## src/rtl/cdb_arbiter.sv

```systemverilog
// ---------------------------------------------------------------------------
// cdb_arbiter
//
// Common-data-bus arbiter. FU_COUNT functional units share CDB_PORTS
// broadcast slots. Each FU owns a small circular result FIFO (BUF_DEPTH
// entries). Every cycle the non-empty FIFO heads are scanned round-robin
// starting at the pointer rr, and the first CDB_PORTS of them are granted to
// slots 0..n-1 in scan order. Granted heads pop and load the registered CDB
// outputs. A flush empties every FIFO and cancels the cycle's broadcasts.
//
// Optional feature (macro CDB_ARB_BYPASS_EN):
//   An FU with an empty FIFO that presents a result (no flush) competes in
//   the same cycle. If granted, the result goes straight to the CDB register
//   (latency 1) without touching the FIFO. Otherwise it is pushed normally.
//   Without the macro every result goes through its FIFO (latency >= 2).
//
// Ports:
//   clk            core clock
//   n_rst          asynchronous active-low reset
//   i_flush        pipeline flush (ROB redirect)
//   i_fu_en        per-FU result valid
//   i_fu_redirect  per-FU redirect flag
//   i_fu_data      per-FU result data, FU k in slice k
//   i_fu_addr      per-FU redirect address, FU k in slice k
//   i_fu_tag       per-FU ROB tag, FU k in slice k
//   o_fu_stall     per-FU buffer full (from registered state only)
//   o_cdb_en       per-slot broadcast valid
//   o_cdb_redirect per-slot redirect flag
//   o_cdb_data     per-slot data, slot j in slice j
//   o_cdb_addr     per-slot address, slot j in slice j
//   o_cdb_tag      per-slot tag, slot j in slice j
// ---------------------------------------------------------------------------

// Checker: a result offered to a full FIFO is silently dropped.
module cdb_arbiter_chk #(
  parameter int FU_COUNT = 4
) (
  input logic                clk,
  input logic                n_rst,
  input logic                i_flush,
  input logic [FU_COUNT-1:0] i_fu_en,
  input logic [FU_COUNT-1:0] o_fu_stall
);

  a_no_drop_on_stall: assert property (
    @(posedge clk) disable iff (!n_rst)
    (i_flush || ((i_fu_en & o_fu_stall) == '0))
  ) else $error("cdb_arbiter: result dropped, FU mask %b stalled", i_fu_en & o_fu_stall);

endmodule

module cdb_arbiter #(
  parameter int FU_COUNT   = 4,
  parameter int CDB_PORTS  = 2,
  parameter int BUF_DEPTH  = 2,
  parameter int DATA_WIDTH = 32,
  parameter int ADDR_WIDTH = 32,
  parameter int TAG_WIDTH  = 6
) (
  input  logic                            clk,
  input  logic                            n_rst,
  input  logic                            i_flush,
  input  logic [FU_COUNT-1:0]             i_fu_en,
  input  logic [FU_COUNT-1:0]             i_fu_redirect,
  input  logic [FU_COUNT*DATA_WIDTH-1:0]  i_fu_data,
  input  logic [FU_COUNT*ADDR_WIDTH-1:0]  i_fu_addr,
  input  logic [FU_COUNT*TAG_WIDTH-1:0]   i_fu_tag,
  output logic [FU_COUNT-1:0]             o_fu_stall,
  output logic [CDB_PORTS-1:0]            o_cdb_en,
  output logic [CDB_PORTS-1:0]            o_cdb_redirect,
  output logic [CDB_PORTS*DATA_WIDTH-1:0] o_cdb_data,
  output logic [CDB_PORTS*ADDR_WIDTH-1:0] o_cdb_addr,
  output logic [CDB_PORTS*TAG_WIDTH-1:0]  o_cdb_tag
);

  // Entry layout: {redirect, addr, data, tag}
  localparam int ENTRY_W  = 1 + ADDR_WIDTH + DATA_WIDTH + TAG_WIDTH;
  localparam int TAG_LSB  = 0;
  localparam int DATA_LSB = TAG_WIDTH;
  localparam int ADDR_LSB = TAG_WIDTH + DATA_WIDTH;
  localparam int RED_BIT  = ENTRY_W - 1;
  localparam int PTR_W    = $clog2(BUF_DEPTH);
  localparam int CNT_W    = PTR_W + 1;
  localparam int IDX_W    = $clog2(FU_COUNT);
  localparam int SLOT_W   = $clog2(CDB_PORTS + 1);

  // Registered state
  logic [ENTRY_W-1:0]   mem_r    [FU_COUNT][BUF_DEPTH];
  logic [PTR_W-1:0]     rd_ptr_r [FU_COUNT];
  logic [PTR_W-1:0]     wr_ptr_r [FU_COUNT];
  logic [CNT_W-1:0]     count_r  [FU_COUNT];
  logic [FU_COUNT-1:0]  stall_r;
  logic [IDX_W-1:0]     rr_r;

  // Combinational signals
  logic [ENTRY_W-1:0]   in_entry_s   [FU_COUNT];
  logic [ENTRY_W-1:0]   head_s       [FU_COUNT];
  logic [ENTRY_W-1:0]   cand_entry_s [FU_COUNT];
  logic [CNT_W-1:0]     count_nxt_s  [FU_COUNT];
  logic [FU_COUNT-1:0]  empty_s;
  logic [FU_COUNT-1:0]  full_s;
  logic [FU_COUNT-1:0]  bypass_cand_s;
  logic [FU_COUNT-1:0]  cand_s;
  logic [FU_COUNT-1:0]  grant_s;
  logic [FU_COUNT-1:0]  pop_s;
  logic [FU_COUNT-1:0]  push_s;
  logic [IDX_W-1:0]     slot_fu_s    [CDB_PORTS];
  logic [CDB_PORTS-1:0] slot_vld_s;
  logic [ENTRY_W-1:0]   slot_entry_s [CDB_PORTS];
  logic [IDX_W-1:0]     rr_nxt_s;

  assign o_fu_stall = stall_r;

  // Per-FU entry packing, FIFO status and arbitration candidates
  always_comb begin
    for (int k = 0; k < FU_COUNT; k++) begin
      in_entry_s[k] = {i_fu_redirect[k],
                       i_fu_addr[k*ADDR_WIDTH +: ADDR_WIDTH],
                       i_fu_data[k*DATA_WIDTH +: DATA_WIDTH],
                       i_fu_tag[k*TAG_WIDTH +: TAG_WIDTH]};
      head_s[k]  = mem_r[k][rd_ptr_r[k]];
      empty_s[k] = (count_r[k] == CNT_W'(0));
      full_s[k]  = (count_r[k] == CNT_W'(BUF_DEPTH));
`ifdef CDB_ARB_BYPASS_EN
      bypass_cand_s[k] = empty_s[k] & i_fu_en[k] & ~i_flush;
`else
      bypass_cand_s[k] = 1'b0;
`endif
      cand_s[k] = ~empty_s[k] | bypass_cand_s[k];
      // An empty FIFO can only be a candidate through the bypass path
      if (empty_s[k]) begin
        cand_entry_s[k] = in_entry_s[k];
      end else begin
        cand_entry_s[k] = head_s[k];
      end
    end
  end

  // Round-robin scan from rr: first CDB_PORTS candidates fill slots in order
  always_comb begin
    logic [IDX_W:0]    scan_s;
    logic [IDX_W-1:0]  idx_s;
    logic [SLOT_W-1:0] n_grant_s;
    grant_s    = '0;
    slot_vld_s = '0;
    rr_nxt_s   = rr_r;
    n_grant_s  = '0;
    scan_s     = '0;
    idx_s      = '0;
    for (int j = 0; j < CDB_PORTS; j++) begin
      slot_fu_s[j] = '0;
    end
    for (int off = 0; off < FU_COUNT; off++) begin
      scan_s = {1'b0, rr_r} + (IDX_W+1)'(off);
      if (scan_s >= (IDX_W+1)'(FU_COUNT)) begin
        scan_s = scan_s - (IDX_W+1)'(FU_COUNT);
      end else begin
        scan_s = scan_s;
      end
      idx_s = scan_s[IDX_W-1:0];
      if (cand_s[idx_s] && (n_grant_s < SLOT_W'(CDB_PORTS))) begin
        grant_s[idx_s] = 1'b1;
        for (int j = 0; j < CDB_PORTS; j++) begin
          if (SLOT_W'(j) == n_grant_s) begin
            slot_fu_s[j]  = idx_s;
            slot_vld_s[j] = 1'b1;
          end else begin
            slot_fu_s[j]  = slot_fu_s[j];
          end
        end
        n_grant_s = n_grant_s + SLOT_W'(1);
        // Next scan starts just after the last granted FU
        if (idx_s == IDX_W'(FU_COUNT - 1)) begin
          rr_nxt_s = '0;
        end else begin
          rr_nxt_s = idx_s + IDX_W'(1);
        end
      end else begin
        n_grant_s = n_grant_s;
      end
    end
  end

  // Push/pop decisions and next FIFO occupancy
  always_comb begin
    for (int k = 0; k < FU_COUNT; k++) begin
      pop_s[k]  = grant_s[k] & ~empty_s[k];
      // A granted bypass result never enters the FIFO
      push_s[k] = i_fu_en[k] & ~full_s[k] & ~i_flush & ~(grant_s[k] & empty_s[k]);
      if (i_flush) begin
        count_nxt_s[k] = '0;
      end else begin
        case ({push_s[k], pop_s[k]})
          2'b10:   count_nxt_s[k] = count_r[k] + CNT_W'(1);
          2'b01:   count_nxt_s[k] = count_r[k] - CNT_W'(1);
          default: count_nxt_s[k] = count_r[k];
        endcase
      end
    end
  end

  // Entry selected for each slot
  always_comb begin
    for (int j = 0; j < CDB_PORTS; j++) begin
      slot_entry_s[j] = cand_entry_s[slot_fu_s[j]];
    end
  end

  // Result FIFOs, stall flags and round-robin pointer
  always_ff @(posedge clk or negedge n_rst) begin
    if (!n_rst) begin
      for (int k = 0; k < FU_COUNT; k++) begin
        for (int d = 0; d < BUF_DEPTH; d++) begin
          mem_r[k][d] <= '0;
        end
        rd_ptr_r[k] <= '0;
        wr_ptr_r[k] <= '0;
        count_r[k]  <= '0;
      end
      stall_r <= '0;
      rr_r    <= '0;
    end else if (i_flush) begin
      // Contents are abandoned; pointers restart and rr is kept
      for (int k = 0; k < FU_COUNT; k++) begin
        rd_ptr_r[k] <= '0;
        wr_ptr_r[k] <= '0;
        count_r[k]  <= '0;
      end
      stall_r <= '0;
    end else begin
      for (int k = 0; k < FU_COUNT; k++) begin
        if (push_s[k]) begin
          mem_r[k][wr_ptr_r[k]] <= in_entry_s[k];
          wr_ptr_r[k]           <= wr_ptr_r[k] + PTR_W'(1);
        end
        if (pop_s[k]) begin
          rd_ptr_r[k] <= rd_ptr_r[k] + PTR_W'(1);
        end
        count_r[k] <= count_nxt_s[k];
        stall_r[k] <= (count_nxt_s[k] == CNT_W'(BUF_DEPTH));
      end
      rr_r <= rr_nxt_s;
    end
  end

  // CDB output registers; ungranted slots drop valid and keep their fields
  always_ff @(posedge clk or negedge n_rst) begin
    if (!n_rst) begin
      o_cdb_en       <= '0;
      o_cdb_redirect <= '0;
      o_cdb_data     <= '0;
      o_cdb_addr     <= '0;
      o_cdb_tag      <= '0;
    end else begin
      for (int j = 0; j < CDB_PORTS; j++) begin
        if (slot_vld_s[j] && !i_flush) begin
          o_cdb_en[j]                              <= 1'b1;
          o_cdb_redirect[j]                        <= slot_entry_s[j][RED_BIT];
          o_cdb_data[j*DATA_WIDTH +: DATA_WIDTH]   <= slot_entry_s[j][DATA_LSB +: DATA_WIDTH];
          o_cdb_addr[j*ADDR_WIDTH +: ADDR_WIDTH]   <= slot_entry_s[j][ADDR_LSB +: ADDR_WIDTH];
          o_cdb_tag[j*TAG_WIDTH +: TAG_WIDTH]      <= slot_entry_s[j][TAG_LSB +: TAG_WIDTH];
        end else begin
          o_cdb_en[j] <= 1'b0;
        end
      end
    end
  end

  cdb_arbiter_chk #(
    .FU_COUNT (FU_COUNT)
  ) u_chk (
    .clk        (clk),
    .n_rst      (n_rst),
    .i_flush    (i_flush),
    .i_fu_en    (i_fu_en),
    .o_fu_stall (stall_r)
  );

endmodule

```

## config.mk

```make
export PLATFORM = sky130hd
export DESIGN_NAME = cdb_arbiter
export DESIGN_NICKNAME = d
export VERILOG_FILES = /design/src/rtl/cdb_arbiter.sv
export SDC_FILE = /design/constraint.sdc
export NUM_CORES = 2
export LEC_CHECK = 0
export CAP_MARGIN = 25
export CORE_AREA = 4 4 393 201
export CTS_CLUSTER_SIZE = 12
export DETAILED_ROUTE_END_ITERATION = 7
export DIE_AREA = 0 0 397 205
export PLACE_DENSITY = 0.76
export SYNTH_ARGS = -nofsm -noshare
export SYNTH_HDL_FRONTEND = slang
export SYNTH_SLANG_ARGS = --single-unit
```

## constraint.sdc

```tcl
create_clock -name clk -period 5.6 [get_ports clk]
set_input_delay 0.56 -clock clk [delete_from_list [all_inputs] [get_ports clk]]
set_output_delay 0.56 -clock clk [all_outputs]
set_load 0.01 [all_outputs]
```

Word-level counts from Yosys, hierarchy flattened

Index checks and enable logic that the tools add are counted.
Widths: inputs -> output; s select.

Memories kept: 0
Latch bits: 0
ROM bits: 0
Memory bits (writable): 0
Output and inout port bits: 148
Flip-flop bits (word level): 734
Word-level logic and storage cells: 304

Div/mod/pow operators: 0
Bitwise logic cells: 46
Multipliers: 0
$lt $le $gt $ge: 29
Shifts and indexed selects: 0
Muxes and demuxes: 111
Equality and inequality tests: 23
Reduce and logical (&&, ||, !) cells: 35
Add/subtract/negate cells: 29

Operators by type and width:

| operator            | count |
|---|---|
| $mux 71             | 24 |
| $bwmux 142          | 4 |
| $bmux 71 s2         | 2 |
| $demux 71 s1        | 4 |
| $mux 2              | 27 |
| $mux 4              | 11 |
| $eq 2x2->1 const B  | 16 |
| $mux 1              | 26 |
| $add 2x1->2 const B | 10 |
| $and 1x1->1         | 20 |
| $ge 2x2->1 const B  | 8 |
| $not 1->2           | 8 |
| $pmux 2 s2          | 4 |
| $reduce_bool 2->1   | 8 |
| $sub 2x1->2 const B | 8 |
| $ge 3x3->1 const B  | 5 |
| $logic_not 2->1     | 7 |
| $logic_and 1x1->1   | 13 |
| $not 1->1           | 13 |
| $lt 2x3->1 const B  | 4 |
| $or 4x4->4          | 3 |
| $reduce_and 2->1    | 5 |
| $add 1x1->1 const B | 8 |
| $bmux 1 s2          | 4 |
| other kinds (13)    | 31 |

Logic depth before layout (Yosys ltp)

Word-level depth: 22
Depth in mapped cells: 22

Least setup slack after synthesis

OpenSTA, ideal clock, no wires.

Kind: flip-flop to flip-flop
Start: register rr_r[0]
End: register o_cdb_data[10]
Stages on the path, launching flop included: 19
Data arrival time: 4.809 ns
Setup slack: 0.645 ns
Clock period less this slack: 4.955 ns
Required time: 5.453 ns
Library setup time: 0.147 ns
Cell sequence: dfrtp_1 -> buf_2 -> inv_1 -> clkbuf_1 -> clkbuf_1 -> ha_1 -> clkbuf_1 -> inv_1 -> mux4_2 -> buf_2 -> ha_1 -> a311oi_2 -> o211a_1 -> o221ai_1 -> a222oi_1 -> buf_4 -> clkbuf_1 -> o221a_2 -> a311oi_1

Longest elaborated chain between the ends: 18
Elaborated cells on any way between the ends: 56
Those cells by class: add/sub (9); order compare (7); mux (32); bitwise (1); reduce/logical (7)

RTL lines:

| element                                       | line     | text |
|---|---|---|
| start, declared                               | 93       | `logic [IDX_W-1:0] rr_r;` |
| start signal, assigned                        | 242      | `rr_r <= rr_nxt_s;` |
| $ge 2x3->1 or $sub 2x1->2 (tied branches)     | 155, 156 |  |
| $mux 2                                        | 155      | `if (scan_s >= (IDX_W+1)'(FU_COUNT)) begin` |
| $bmux 1 s2                                    | 161      | `if (cand_s[idx_s] && (n_grant_s < SLOT_W'(CDB_PORTS))) begin` |
| $mux 1 (implied by the code)                  | 161      |  |
| $mux 1                                        | 161      |  |
| $lt 2x2->1                                    | 161      |  |
| $logic_and 1x1->1                             | 161      |  |
| $mux 2                                        | 161      |  |
| $lt 2x2->1                                    | 161      |  |
| $logic_and 1x1->1                             | 161      |  |
| $mux 2                                        | 161      |  |
| $lt 2x2->1 or $logic_not 2->1 (tied branches) | 161, 164 |  |
| $logic_and 1x1->1 or $mux 2 (tied branches)   | 161, 164 |  |
| $mux 4                                        | 161      |  |
| $not 2->3 (implied by the code)               | 205      | `slot_entry_s[j] = cand_entry_s[slot_fu_s[j]];` |
| $bmux 71 s2                                   | 205      |  |
| $mux 71 (implied by the code) (2 in series)   | 205      |  |
| end signal, assigned by index                 | 259      | `o_cdb_data[j*DATA_WIDTH +: DATA_WIDTH] <= slot_entry_s[j][DATA_LSB +: DATA_WIDTH];` |
| end, declared                                 | 71       | `output logic [CDB_PORTS*DATA_WIDTH-1:0] o_cdb_data,` |

Parallel ways exist; a longest one is shown, timed or not. The select of a mux whose other input is x is not followed.
A chain may end at the register's enable or synchronous reset.

Worst setup path after layout

Start: register rr_r[1]
End: register o_cdb_data[6]

The elaborated chain is that of the path after synthesis.

==> reports/qor.txt <==
RSZ-0062 raised after global routing - no
CTS tree - done
Synth Warn # - 0
number of post-CTS setup repair buffers - 0
Root Driver - clkbuf_16
worst skew pair latency - 620 ps
Synth top area share - 0.479
initial antenna violation count - 38
setup TNS - 0 ps
global-route wire length before repair - 182000 um
clk buf depth - 3
Synth async-reset ratio - 1.00
Mapped Area - 38400 um^2
Max stage delay on crit path - 620 ps
DIE AREA - 81400 um^2
GP Congestion - 0.884
max_slew headroom - 0.247
max-slew violations - 0
Final min period - 4640 ps
Worst Skew - 21.6 ps
internal power - 0.0199 W
Die X - 397 um
RR Startpoint - rr_r[1]
ANT nets after route - 0
Hold Vio Cnt, Final - 0
hold path endpoint - mem_r[262]
crit path max-delay cell type - a222oi_1
Routed wire per std cell - 25.0 um
FILL cells - 5907
DR iter-0 viols - 2194
register area share after synthesis - 0.479
total number of vias - 29224
Final setup viols - 0
synth cell count leaders - 734 x dfrtp_1, 543 x mux2_2, 429 x mux2i_1
Highest Signal Layer - met5
Max Cap Viol - 0
DR WL met3 - 6460 um
row count - 71
worst reg-to-reg setup slack - 960 ps
placed insts - 4659
P&R area growth vs syn - 20.0%
cells along the critical path - inv_1 -> ha_1 -> inv_1 -> mux4_2 -> ha_1 -> a311oi_2 -> o211a_1 -> o221ai_1 -> a222oi_1 -> buf_4 -> buf_12 -> nand2_1 -> a311oi_1
WL met2 - 59000 um
Core ar. - 75100 um^2
switching share of power - 0.445
Total Power - 0.0360 W
PwrDens - 781 nW/um^2
Worst-Margin Slew - 1130 ps
Starting Density - 0.511
CTS sink cnt - 734
most common cell in the synthesized netlist - dfrtp_1
Logic pwr share - 0.595
I/O Pins - 439
Main synth FF type - dfrtp_1
final routed DRC violation total - 0
Core Util, Final - 0.614
Num CTS Buffers - 73
FF+latch count, synth - 734
Crit path arrival time - 5140 ps
peak supply drop - 0.00105 V
fmax - 0.216 GHz
DP HPWL - 78300 um
fin nets - 4023
WP data required - 6100 ps
vias in the first global route - 30208
Tightest Hold Check Type - reg -> reg
depth of the worst hold-timing path - 1
area leader, netlist - dfrtp_1
Post-synth EDFFs - 0
part of the power in the clock network - 0.129
drt total wl - 120000 um
Synth cell types - 59
final cell count without fillers - 4799
LEAKAGE - 18.1 nW
Port Buffers - 438
Reg clk slew, reported paths - 70 ps
FF-to-FF End - o_cdb_data[6]
critical setup path kind - reg -> reg
total grt overflow - 0
met1 WL - 48900 um
Final period util - 0.829
Synth Area per Inst - 11.2 um^2
Net Sw Power - 0.0160 W
via-per-instance ratio - 6.09
syn_nets - 3723
Worst R2R Path Depth - 13
Post-Syn Instances - 3415
worst hold start - mem_r[262]
worst-path maximum fanout - 57
Seq pwr share - 0.276
largest net degree at the start of global routing - 216
DR pass1 iterations - 6
Worst Path Buf+Inv - 4
top cells by area, synth - dfrtp_1 48%, mux2_2 16%, mux2i_1 11%
outcome - completed
crit end category - flop
share of layout cells above drive strength 1 - 0.217
Die Height - 205 um
H-tree levels - 3
Tot GR Track Use - 0.290
Worst path top cell family by delay - compound AO/OA/AOI/OAI gates
startpoint types - flop
-- metrics by stage --
stage | cell area [um^2] | worst slack, ps | hold WS [ps]
after CTS | 45900 | 972 | 486
after global placement | 43800 | 1150 | 466
after global routing | 46100 | 687 | 497
after floorplan | 38400 | 645 | 264
final | 46100 | 960 | 485
after detailed placement | 43800 | 1070 | 474
-- power groups by stage --
stage	Clock (W)	Combinational (W)	Sequential [W]
after floorplan	0	0.0145	0.00946
after global placement	0	0.0206	0.00981
after detailed placement	0	0.0210	0.0100
after CTS	0.00470	0.0211	0.00992
after global routing	0.00492	0.0229	0.0102
final	0.00463	0.0214	0.00994
-- cells by family after synthesis --
kind of cell,synth area share
mux,0.281
fa+ha+maj,0.00554
xor+xnor,0.00388
compound gates,0.127
simple gates,0.0704
flops,0.479
buf+inv,0.0336
-- per-layer routing --
metal,track usage,up-vias
met5,0,-
met4,0.149,2
met3,0.0427,304
met2,0.483,995
met1,0.371,14915
li1,-,13008
-- placed cells by master (no fill, tap or decap), drive strengths merged, types with 4 or more instances in the layout --
master	count
inv	17
clkdlybuf4s50	437
nor3	8
a21oi	6
nand2	360
diode	37
buf	71
mux4	4
or3	4
xnor2	9
or2	4
a311oi	72
a31oi	6
o21ai	370
clkbuf	96
nor3b	5
mux2i	429
nand3	6
o221a	71
ha	17
xor2	8
a221oi	71
a22oi	4
a41oi	4
nor2	167
nand2b	79
o21a	73
o2111ai	5
mux2	569
dfrtp	734
-- state kept, by name, summed over array words and instances (netlist names) --
signal and count:
count_r 8, mem_r 568, o_cdb_addr 64, o_cdb_data 64, o_cdb_en 2, o_cdb_redirect 2, o_cdb_tag 12, o_fu_stall 4
rd_ptr_r 4, rr_r 2, wr_ptr_r 4
-- final cells by class --
cell class	instances	area, um^2	area share
Timing Repair Buffer	509	5290	0.115
Multi-Input combinational cell	2382	18800	0.409
Sequential cell	734	18400	0.399
Clock buffer	96	2060	0.0446
Clock inverter	4	56.3	0.00122
Tap cell	1022	1280	0.0278
Antenna cell	37	92.6	0.00201
Inverter	15	57.6	0.00125
-- repair_timing --
action                                 CTS  global route
endpoints found under the hold margin   65             0
gates resized for setup                  0             0
hold buffers                             1             0
-- worst max-delay path by stage --
stage	from	endpoint	slack, ps	cells past startpoint
2_1_floorplan	rr_r[0]	o_cdb_data[10]	640	18
3_3_place_gp	rr_r[1]	o_cdb_data[15]	1150	13
3_5_place_dp	rr_r[1]	o_cdb_data[12]	1070	13
4_1_cts	rr_r[1]	o_cdb_data[6]	970	13
5_1_grt	rr_r[1]	o_cdb_data[6]	690	13
6_report	rr_r[1]	o_cdb_data[6]	960	13
No activity file was read; power rests on OpenSTA's default activity.
